<file path="src/rtl/memory_tank_access_if.sv">
// Request/response and tank-gate bundle between a requester (master) and
// the tank access controller (slave). The tank model sits on the master side
// and returns the serial output bus r1_mob.
interface memory_tank_access_if #(parameter int WORD_W = 35);
  logic              r1_req;
  logic              r1_we;
  logic              r1_long;
  logic [4:0]        r1_addr;
  logic [WORD_W-1:0] r1_wdata;
  logic              r1_ack;
  logic              r1_busy;
  logic [WORD_W-1:0] r1_rdata;
  logic              r1_tank_clr;
  logic              r1_tank_in;
  logic              r1_tank_out;
  logic              r1_mib;
  logic              r1_mob;
  logic [4:0]        r1_pulse;
  logic [4:0]        r1_minor;

  modport master (
    output r1_req, r1_we, r1_long, r1_addr, r1_wdata, r1_mob,
    input  r1_ack, r1_busy, r1_rdata, r1_tank_clr, r1_tank_in, r1_tank_out,
           r1_mib, r1_pulse, r1_minor
  );

  modport slave (
    input  r1_req, r1_we, r1_long, r1_addr, r1_wdata, r1_mob,
    output r1_ack, r1_busy, r1_rdata, r1_tank_clr, r1_tank_in, r1_tank_out,
           r1_mib, r1_pulse, r1_minor
  );
endinterface

</file>
<file path="src/rtl/memory_tank_access.sv">
// Initiator for one mercury-tank store. Tracks circulation position
// (minor, pulse), waits for the addressed word to come round, then shifts it
// in or out LSB-first. Gates are pure decodes of the registered state so an
// asynchronous reset drops them immediately.
module memory_tank_access #(
  parameter int PULSES = 18,
  parameter int MINORS = 32,
  parameter int WORD_W = 35
) (
  input logic                  r1_clk,
  input logic                  r1_rst_n,
  memory_tank_access_if.slave  bus
);
  localparam int SW = (WORD_W - 1) / 2;
  localparam int OW = $clog2(2 * PULSES);

  typedef enum logic [1:0] {IDLE, WAIT_SLOT, XFER, DONE} state_t;

  state_t            state_q, state_d;
  logic [4:0]        pulse_q, minor_q, minor_nx;
  logic [4:0]        addr_in, addr_q;
  logic              we_q, long_q;
  logic [WORD_W-1:0] wdata_q, rd_sh_q, rdata_q;
  logic [OW-1:0]     off_q, last_off;
  logic              pwrap, accept, xfer_last;
  logic              clr, tin, tout, mib;

  assign pwrap     = (pulse_q == 5'(PULSES - 1));
  assign minor_nx  = (minor_q == 5'(MINORS - 1)) ? 5'd0 : minor_q + 5'd1;
  // Long words occupy a minor-cycle pair starting on an even minor.
  assign addr_in   = bus.r1_long ? {bus.r1_addr[4:1], 1'b0} : bus.r1_addr;
  assign accept    = (state_q == IDLE) && bus.r1_req;
  assign last_off  = long_q ? OW'(2 * PULSES - 1) : OW'(PULSES - 1);
  assign xfer_last = (state_q == XFER) && (off_q == last_off);

  // Free-running circulation position.
  always_ff @(posedge r1_clk or negedge r1_rst_n) begin
    if (!r1_rst_n) begin
      pulse_q <= '0;
      minor_q <= '0;
    end else begin
      pulse_q <= pwrap ? 5'd0 : pulse_q + 5'd1;
      if (pwrap) minor_q <= minor_nx;
    end
  end

  // State register.
  always_ff @(posedge r1_clk or negedge r1_rst_n) begin
    if (!r1_rst_n) state_q <= IDLE;
    else           state_q <= state_d;
  end

  // Next state plus gate decode; XFER is entered on the edge where the
  // position becomes (addr, 0), including the accepting edge itself.
  always_comb begin
    state_d = state_q;
    clr     = 1'b0;
    tin     = 1'b0;
    tout    = 1'b0;
    mib     = 1'b0;
    case (state_q)
      IDLE:      if (bus.r1_req)
                   state_d = (pwrap && minor_nx == addr_in) ? XFER : WAIT_SLOT;
      WAIT_SLOT: if (pwrap && minor_nx == addr_q) state_d = XFER;
      XFER: begin
        if (off_q == last_off) state_d = DONE;
        if (we_q) begin
          clr = 1'b1;
          tin = 1'b1;
          mib = (off_q != last_off) ? wdata_q[off_q] : 1'b0;
        end else begin
          tout = 1'b1;
        end
      end
      DONE:      state_d = IDLE;
      default:   state_d = IDLE;
    endcase
  end

  // Request latch, transfer offset, read capture and read-data update.
  always_ff @(posedge r1_clk or negedge r1_rst_n) begin
    if (!r1_rst_n) begin
      we_q    <= 1'b0;
      long_q  <= 1'b0;
      addr_q  <= '0;
      wdata_q <= '0;
      off_q   <= '0;
      rd_sh_q <= '0;
      rdata_q <= '0;
    end else begin
      if (accept) begin
        we_q    <= bus.r1_we;
        long_q  <= bus.r1_long;
        addr_q  <= addr_in;
        wdata_q <= bus.r1_wdata;
        rd_sh_q <= '0;
      end
      off_q <= (state_q == XFER) ? off_q + 1'b1 : '0;
      // Gap pulse (last offset) carries no data and is not captured.
      if (state_q == XFER && !we_q && off_q != last_off)
        rd_sh_q[off_q] <= bus.r1_mob;
      if (xfer_last && !we_q)
        rdata_q <= long_q ? rd_sh_q : WORD_W'(rd_sh_q[SW-1:0]);
    end
  end

  assign bus.r1_ack      = (state_q == DONE);
  assign bus.r1_busy     = (state_q != IDLE);
  assign bus.r1_rdata    = rdata_q;
  assign bus.r1_tank_clr = clr;
  assign bus.r1_tank_in  = tin;
  assign bus.r1_tank_out = tout;
  assign bus.r1_mib      = mib;
  assign bus.r1_pulse    = pulse_q;
  assign bus.r1_minor    = minor_q;
endmodule

</file>
<file path="src/flat_wrapper.sv">
// flat-port wrapper written by rule: the top's interface ports become plain ports
module memory_tank_access_flat 
#(
  parameter int PULSES = 18,
  parameter int MINORS = 32,
  parameter int WORD_W = 35
)
  (r1_clk, r1_rst_n, bus_r1_req, bus_r1_we, bus_r1_long, bus_r1_addr, bus_r1_wdata, bus_r1_mob, bus_r1_ack, bus_r1_busy, bus_r1_rdata, bus_r1_tank_clr, bus_r1_tank_in, bus_r1_tank_out, bus_r1_mib, bus_r1_pulse, bus_r1_minor);
  memory_tank_access_if #(.WORD_W(WORD_W)) bus_i ();
  input logic r1_clk;
  input logic r1_rst_n;
  input wire logic [$bits(bus_i.r1_req)-1:0] bus_r1_req;
  input wire logic [$bits(bus_i.r1_we)-1:0] bus_r1_we;
  input wire logic [$bits(bus_i.r1_long)-1:0] bus_r1_long;
  input wire logic [$bits(bus_i.r1_addr)-1:0] bus_r1_addr;
  input wire logic [$bits(bus_i.r1_wdata)-1:0] bus_r1_wdata;
  input wire logic [$bits(bus_i.r1_mob)-1:0] bus_r1_mob;
  output wire logic [$bits(bus_i.r1_ack)-1:0] bus_r1_ack;
  output wire logic [$bits(bus_i.r1_busy)-1:0] bus_r1_busy;
  output wire logic [$bits(bus_i.r1_rdata)-1:0] bus_r1_rdata;
  output wire logic [$bits(bus_i.r1_tank_clr)-1:0] bus_r1_tank_clr;
  output wire logic [$bits(bus_i.r1_tank_in)-1:0] bus_r1_tank_in;
  output wire logic [$bits(bus_i.r1_tank_out)-1:0] bus_r1_tank_out;
  output wire logic [$bits(bus_i.r1_mib)-1:0] bus_r1_mib;
  output wire logic [$bits(bus_i.r1_pulse)-1:0] bus_r1_pulse;
  output wire logic [$bits(bus_i.r1_minor)-1:0] bus_r1_minor;
  assign bus_i.r1_req = bus_r1_req;
  assign bus_i.r1_we = bus_r1_we;
  assign bus_i.r1_long = bus_r1_long;
  assign bus_i.r1_addr = bus_r1_addr;
  assign bus_i.r1_wdata = bus_r1_wdata;
  assign bus_i.r1_mob = bus_r1_mob;
  assign bus_r1_ack = bus_i.r1_ack;
  assign bus_r1_busy = bus_i.r1_busy;
  assign bus_r1_rdata = bus_i.r1_rdata;
  assign bus_r1_tank_clr = bus_i.r1_tank_clr;
  assign bus_r1_tank_in = bus_i.r1_tank_in;
  assign bus_r1_tank_out = bus_i.r1_tank_out;
  assign bus_r1_mib = bus_i.r1_mib;
  assign bus_r1_pulse = bus_i.r1_pulse;
  assign bus_r1_minor = bus_i.r1_minor;
  memory_tank_access #(.PULSES(PULSES), .MINORS(MINORS), .WORD_W(WORD_W)) u_core (.r1_clk(r1_clk), .r1_rst_n(r1_rst_n), .bus(bus_i));
endmodule
</file>
<file path="config.mk">
export PLATFORM = sky130hd
export DESIGN_NAME = memory_tank_access_flat
export DESIGN_NICKNAME = d
export VERILOG_FILES = /design/src/rtl/memory_tank_access_if.sv /design/src/rtl/memory_tank_access.sv /design/src/flat_wrapper.sv
export SDC_FILE = /design/constraint.sdc
export NUM_CORES = 1
export LEC_CHECK = 0
export BUFFER_PORTS_ARGS = -buffer_cell sky130_fd_sc_hd__buf_4
export CORE_MARGIN = 2
export CORE_UTILIZATION = 45
export CTS_CLUSTER_DIAMETER = 40
export CTS_CLUSTER_SIZE = 28
export DETAILED_ROUTE_END_ITERATION = 8
export GPL_TIMING_DRIVEN = 0
export HOLD_SLACK_MARGIN = 0.03
export PLACE_DENSITY = 0.66
export SLEW_MARGIN = 5
export SYNTH_ARGS = -nofsm -noshare
export SYNTH_HDL_FRONTEND = slang
export SYNTH_SLANG_ARGS = --single-unit
export TNS_END_PERCENT = 30
</file>
<file path="constraint.sdc">
create_clock -name r1_clk -period 3.27 [get_ports r1_clk]
set_input_delay 0 -clock r1_clk [delete_from_list [all_inputs] [get_ports r1_clk]]
set_output_delay 0 -clock r1_clk [all_outputs]
set_load 0.02 [all_outputs]
</file>
==> reports/metrics.yaml, run 1 <==
synth_edf_count: 0
nets: 761
synthDistinctLibCells: 59
post-route-period-util: 0.844
n_antenna_cell: 0
antenna_found_initial: 0
syn_avg_cell_area_um2: 11.1
ys_seq_area_frac: 0.539
drive_above_1_share: 0.266
skew_ns: 0.0105
numCtsBuffers: 17
syn_inst: 544
cts_max_level: 4
cts.clk_slew.worst_paths_ns: 0.06
hold_violations: 0
grt_max_degree: 71
die_w_um: 120
dp_slack_ns: 0.571
grt_pass1_vias: 4687
cts_setup_buffers: 0
rr_worst_depth: 10
synth_area_leader_cell: "dfrtp_1"
sw_frac_of_total: 0.278
gp_congestion: 0.830
grtUsageTotal: 0.209
grt_overflow: 0
rsz0062_at_grt: "false"
ios: 97
synth-seq-cells: 130
drv_cap: 0
core_um2: 13200
fmax_ghz: 0.362
combPwrFrac: 0.239
power_density_nw_per_um2: 671
ys.warnings.count: 0
fillers: 1081
start_util: 0.458
clockBufferDepth: 2
clkPwrFrac: 0.374
wl_per_cell_um: 15.8
required_ns: 3.27
cp-end-kind: "output port"
start_kind: "register"
routed_via_density: 5.19
grt_pass1_wl_mm: 23.1
status: "finished clean"
fin_ws_ns: 0.511
fin_crit_ns: 2.76
dieHeight_um: 120
cts_sinks: 130
die_area_um2: 14400
holdBufCountCts: 45
multi_input_area_um2: 2610
drc_errors: 0
clock_latency_ns: 0.42
hold_class: "in -> async"
cp.arrival_ns: 2.76
wl_mm: 14.1
vias: 4642
area_growth_pct: 34.3
tns_ns: 0
cts_tree: "built"
cp_max_fo: 10
cts_root_buf: "clkbuf_16"
final-seq-area_um2: 3250
p_seq_frac: 0.387
p_leak_nw: 3.55
dp_hpwl_mm: 9.89
cts_resized: 0
slew_headroom: 0.555
first_pass_iters: 4
finalSetupViolCount: 0
p_sw_mw: 1.51
synth_top_area_frac: 0.539
final-max-slew-violation-count: 0
drt-initial-drc-count: 224
power.internal_mw: 3.93
critical_path_class: "reg -> out"
rows: 42
worstMarginPinSlew_ns: 0.663
antenna_left: 0
syn-cell-area_um2: 6040
synth-main-ff-cell: "dfrtp_1"
numPortBuffers: 96
max-vdd-ir-drop_v: 0.000426
yosys-top-cells-area: "dfrtp_1 54%, mux2_2 7.3%, nand2_1 4.8%"
async_flop_share: 1.00
synth_nets: 600
-- state kept, by name (all words and copies together) (netlist names) --
register and count:
u_core.wdata_q 35, u_core.rd_sh_q 35, u_core.bus.r1_rdata 35, u_core.bus.r1_pulse 5
u_core.long_q 1, u_core.state_q 2, u_core.off_q 6, u_core.we_q 1
u_core.addr_q 5, u_core.bus.r1_minor 5
-- per-layer routing --
layer | up-vias | wire [um] | track usage
met5 | - | 0 | 0
met4 | 0 | 165 | 0.0801
met3 | 16 | 701 | 0.0542
met2 | 129 | 7110 | 0.348
met1 | 2249 | 6130 | 0.262
li1 | 2248 | - | -
-- cell usage in the layout, fill, tap and decap left out, types with 2 or more instances in the layout --
cell type        n
buf_2            7
buf_4           96
a221oi_1         2
clkbuf_8         5
nor3_1           8
or3_1            3
dlygate4sd3_1   45
o21ai_1         44
and4_1           2
ha_1            10
bufinv_16        4
o21ai_0          3
nand2b_1         7
mux2i_1          7
clkinvlp_4       3
mux2_1          21
clkbuf_16       17
mux2_2          39
buf_1            8
nor2b_1         10
xnor2_1          7
nand3_1         30
nor2_1          15
and2_1           5
nand3b_1         3
inv_2            2
nand2_1         77
buf_6            2
o211ai_1        16
a21oi_1         11
o31ai_1         15
inv_1            8
nand4_1          2
mux4_2           2
xor2_1           7
clkbuf_1        16
dfrtp_1        130
-- cell usage after synthesis (all sizes together) (2+ instances only) --
cell	count
nand2b	8
nor3	9
nor2	16
buf	17
o31ai	15
o211ai	16
xor2	8
and4	2
nor2b	11
ha	10
o21ai	47
dfrtp	130
nor3b	2
inv	10
a21oi	11
nand3b	3
o221ai	2
nand2	78
or3	3
mux2	61
a221oi	2
mux4	2
nand4	2
nand3	31
clkbuf	14
xnor2	7
and2	5
mux2i	8
-- critical path, stage by stage (launching register included) --
cell      delay (ns)
dfrtp_1         0.34
buf_2           0.23
buf_2           0.31
mux2i_1         0.31
o22ai_1         0.11
a221oi_1        0.34
o221ai_1        0.20
o31a_1          0.33
buf_4           0.16
-- final timing paths --
path | endpoint | slack, ns | startpoint
setup / recovery | bus_r1_mib | 0.51 | u_core.off_q[1]$_DFF_PN0_
hold / removal | u_core.bus.r1_rdata[11]$_DFFE_PN0P_ | 0.14 | r1_rst_n
setup reg to reg | u_core.state_q[0]$_DFFE_PN0P_ | 0.56 | u_core.bus.r1_minor[0]$_DFFE_PN0N_
hold reg to reg | u_core.bus.r1_rdata[9]$_DFFE_PN0P_ | 0.49 | u_core.bus.r1_rdata[9]$_DFFE_PN0P_
max in group asynchronous | u_core.wdata_q[20]$_DFFE_PN0P_ | 2.40 | r1_rst_n
min in group r1_clk | u_core.wdata_q[3]$_DFFE_PN0P_ | 0.35 | bus_r1_wdata[3]
-- final cells by class --
class / instances / area share
Clock inverter: 8 / 0.0182
Tap cell: 176 / 0.0271
Sequential cell: 130 / 0.401
Buffer: 31 / 0.0168
Multi-Input combinational cell: 373 / 0.322
Inverter: 10 / 0.00463
Clock buffer: 24 / 0.0618
Timing Repair Buffer: 142 / 0.148
-- kinds of logic (layout without fill, tap and decap cells) --
| family | after synthesis | in the layout | synth area share |
|---|---|---|---|
| XOR/XNOR | 15 | 15 | 0.0230 |
| AO/OA/AOI/OAI | 100 | 100 | 0.104 |
| buffers and inverters | 41 | 215 | 0.0288 |
| AND/OR/NAND/NOR | 177 | 177 | 0.148 |
| adder cells (fa/ha/maj) | 10 | 10 | 0.0207 |
| multiplexers | 71 | 71 | 0.137 |
| flip-flops | 130 | 130 | 0.539 |
-- power by group through the flow --
stage / sequential, mW / clock (mW) / combinational, mW
after CTS: 2.10 / 2.07 / 1.30
after detailed placement: 2.12 / 0 / 1.25
after floorplan: 2.07 / 0 / 0.902
after global routing: 2.14 / 2.14 / 1.44
after global placement: 2.10 / 0 / 1.20
final: 2.11 / 2.04 / 1.30
-- metrics by stage --
stage / power, mW / instances / util / hold WS [ns] / area [um^2]
final: 5.44 / 894 / 0.615 / 0.136 / 8110
after global routing: 5.71 / 894 / 0.615 / 0.194 / 8110
after CTS: 5.47 / 894 / 0.615 / 0.155 / 8110
after detailed placement: 3.37 / 817 / 0.532 / 0.0182 / 7010
after global placement: 3.31 / 816 / 0.529 / 0.234 / 6980
after floorplan: 2.98 / 544 / - / -0.296 / 6040
(Power assumes the default switching activity.)
==> inputs of run 2 (changes only) <==
--- a/config.mk
+++ b/config.mk
@@ -5,6 +5,7 @@
 export SDC_FILE = /design/constraint.sdc
 export NUM_CORES = 1
 export LEC_CHECK = 0
+export ABC_AREA = 1
 export BUFFER_PORTS_ARGS = -buffer_cell sky130_fd_sc_hd__buf_4
 export CORE_MARGIN = 2
 export CORE_UTILIZATION = 45
==> constraint.sdc (replaced) <==
create_clock -name r1_clk -period 2.65 [get_ports r1_clk]
set_input_delay 0 -clock r1_clk [delete_from_list [all_inputs] [get_ports r1_clk]]
set_output_delay 0 -clock r1_clk [all_outputs]
set_load 0.02 [all_outputs]
==> reports/metrics.yaml, run 2 <==
hold_class: "in -> reg"
cp_max_fo: 10  # unchanged
syn-cell-area_um2: 6150  # +1.8%
final_core_util: 0.611  # -0.00383
synth_nets: 859  # +43%
grtUsageTotal: 0.226  # +0.0176
area_growth_pct: 32.1
numCtsBuffers: 17  # unchanged
tns_ns: 0  # unchanged
core_um2: 13300  # +0.80%
power_density_nw_per_um2: 766  # +14%
final_cell_mix: "317 x nand2_1, 130 x dfrtp_1, 95 x buf_4, 81 x inv_1, 60 x o21ai_0"
ys.warnings.count: 0  # unchanged
first_pass_iters: 5  # +1
start_kind: "register"
dieHeight_um: 121  # +0.89%
fmax_ghz: 0.405
fin_crit_ns: 2.47
grt_max_degree: 69  # -2.8%
synth_top_area_frac: 0.529  # -0.00975
synth-main-ff-cell: "dfrtp_1"
cts_max_level: 4  # unchanged
drive_above_1_share: 0.147  # -0.119
synth-seq-cells: 130  # unchanged
fin_cells: 1151  # +29%
die_area_um2: 14600  # +1.8%
antenna_found_initial: 0  # unchanged
ios: 97  # unchanged
grt_overflow: 0  # unchanged
reg2reg_setup_slack_ns: 0.41  # -0.15 ns
cts.clk_slew.worst_paths_ns: 0.05  # about the same
rsz0062_at_grt: "false"
cts_tree: "built"
finalHoldWorstSlack_ns: 0.0958  # -0.0402 ns
cp-startpoint: "u_core.off_q[0]$_DFF_PN0_"
cts_sinks: 130  # unchanged
fillers: 1203  # +11%
rows: 42  # unchanged
wl_per_cell_um: 13.3  # -16%
total_power_mw: 6.23  # +14%
cp-end-kind: "output port"
numPortBuffers: 95  # -1.0%
dp_hpwl_mm: 10.3  # +3.8%
routed_via_density: 4.78  # -7.9%
drt-initial-drc-count: 333  # +49%
final-max-slew-violation-count: 0  # unchanged
synth_area_leader_cell: "dfrtp_1"
nets: 1019  # +34%
drv_cap: 0  # unchanged
wl_mm: 15.3  # +8.2%
final_common_cell: "nand2_1"
regToRegEndpoint: "u_core.wdata_q[22]$_DFFE_PN0P_"
yosysMostFrequentCell: "nand2_1"
drc_errors: 0  # unchanged
post-route-period-util: 0.933
skew_ns: 0.00612  # -0.00442 ns
max-vdd-ir-drop_v: 0.000543  # +28%
final_area_um2: 8130  # +0.17%
fin_ws_ns: 0.178  # -0.332 ns
p_leak_nw: 4.06  # +14%
synthDistinctLibCells: 26  # -56%
grt_pass1_wl_mm: 25.6  # +11%
start_util: 0.463  # +0.00476
grt_pass1_vias: 5337  # +14%
synth_edf_count: 0  # unchanged
required_ns: 2.65  # -0.62 ns
clockBufferDepth: 2  # unchanged
cts_root_buf: "clkbuf_16"
synthTopCellsByCount: "317 x nand2_1, 130 x dfrtp_1, 81 x inv_1"
dp_cells: 1075  # +32%
r2r_start: "u_core.state_q[1]$_DFFE_PN0P_"
place_area_um2: 7120  # +1.5%
clock_latency_ns: 0.42  # about the same
gp_congestion: 0.830  # unchanged
vias: 5502  # +19%
slew_headroom: 0.473  # -0.0819
antenna_left: 0  # unchanged
ys_seq_area_frac: 0.529  # -0.00975
dp_slack_ns: 0.445  # -0.126 ns
syn_avg_cell_area_um2: 7.66  # -31%
die_w_um: 121  # +0.89%
finalSetupViolCount: 0  # unchanged
worstMarginPinSlew_ns: 0.785  # +0.122 ns
syn_inst: 803  # +48%
status: "finished clean"
hold_violations: 0  # unchanged
crit_end: "bus_r1_mib"
n_antenna_cell: 0  # unchanged
cp.arrival_ns: 2.47  # -0.29 ns
rr_worst_depth: 8  # -2
yosys-top-cells-area: "dfrtp_1 53%, nand2_1 19%, inv_1 4.9%"
async_flop_share: 1.00  # unchanged
critical_path_class: "reg -> out"
## run 2: worst max-delay path, cell delays in order (launching register included)
cell and delay [ns]:
dfrtp_1 0.39, buf_2 0.20, nor3_1 0.66, nand2_1 0.11, nand2_1 0.09, nor2_1 0.04, nand2_1 0.07, nand2_1 0.06
nand2_1 0.07, nor2_1 0.05, nor2_1 0.13, buf_4 0.17
## run 2: how the worst min path moves through the flow
stage                          start                                  end  slack, ns  depth (start not counted)
floorplan                   r1_rst_n         u_core.addr_q[0]$_DFFE_PN0P_      -0.30                          0
global placement    bus_r1_wdata[10]       u_core.wdata_q[10]$_DFFE_PN0P_       0.20                          3
detailed placement          r1_rst_n  u_core.bus.r1_rdata[10]$_DFFE_PN0P_       0.05                          1
CTS                       bus_r1_req        u_core.state_q[0]$_DFFE_PN0P_       0.09                          5
global route              bus_r1_req        u_core.state_q[0]$_DFFE_PN0P_       0.14                          5
finish                    bus_r1_req        u_core.state_q[0]$_DFFE_PN0P_        0.1                          5
## run 2: metal layers
layer,GRT usage,vias up,share of wire
met4,0.0894,0,0.017
met2,0.365,139,0.48
li1,-,2835,-
met5,0,-,0
met3,0.0526,26,0.050
met1,0.295,2502,0.45
## run 2: layout make-up
class                           count  area [um^2]  area share
Inverter                           85          319      0.0393
Clock inverter                      5         50.0     0.00616
Buffer                             33          145      0.0179
Timing Repair Buffer              141         1190       0.147
Tap cell                          176          220      0.0271
Clock buffer                       26          509      0.0627
Sequential cell                   130         3250       0.400
Multi-Input combinational cell    555         2430       0.300
## run 2: logic make-up (layout without fill, tap and decap cells)
logic type	count (synthesis)	count (layout)	synth area share
adders and majority gates	10	10	0.0203
AOI/OAI and AO/OA	98	98	0.0799
and+or+nand+nor	444	444	0.291
buffers and inverters	118	290	0.0755
xor gates and xnor gates	3	3	0.00427
DFF	130	130	0.529
## run 2: report_power, final
part / internal [mW] / total [mW] / leakage, nW / switching (mW)
Combinational: 0.528 / 1.49 / 2.05 / 0.963
Sequential: 2.33 / 2.53 / 1.73 / 0.203
Clock: 1.40 / 2.21 / 0.280 / 0.807
Total: 4.25 / 6.23 / 4.06 / 1.97
## run 2: repair_timing
item | in CTS | in global routing
hold endpoints to repair | 115 | 0
hold buffers | 45 | 0
buffers inserted | 0 | 0
gates resized for setup | 0 | 0
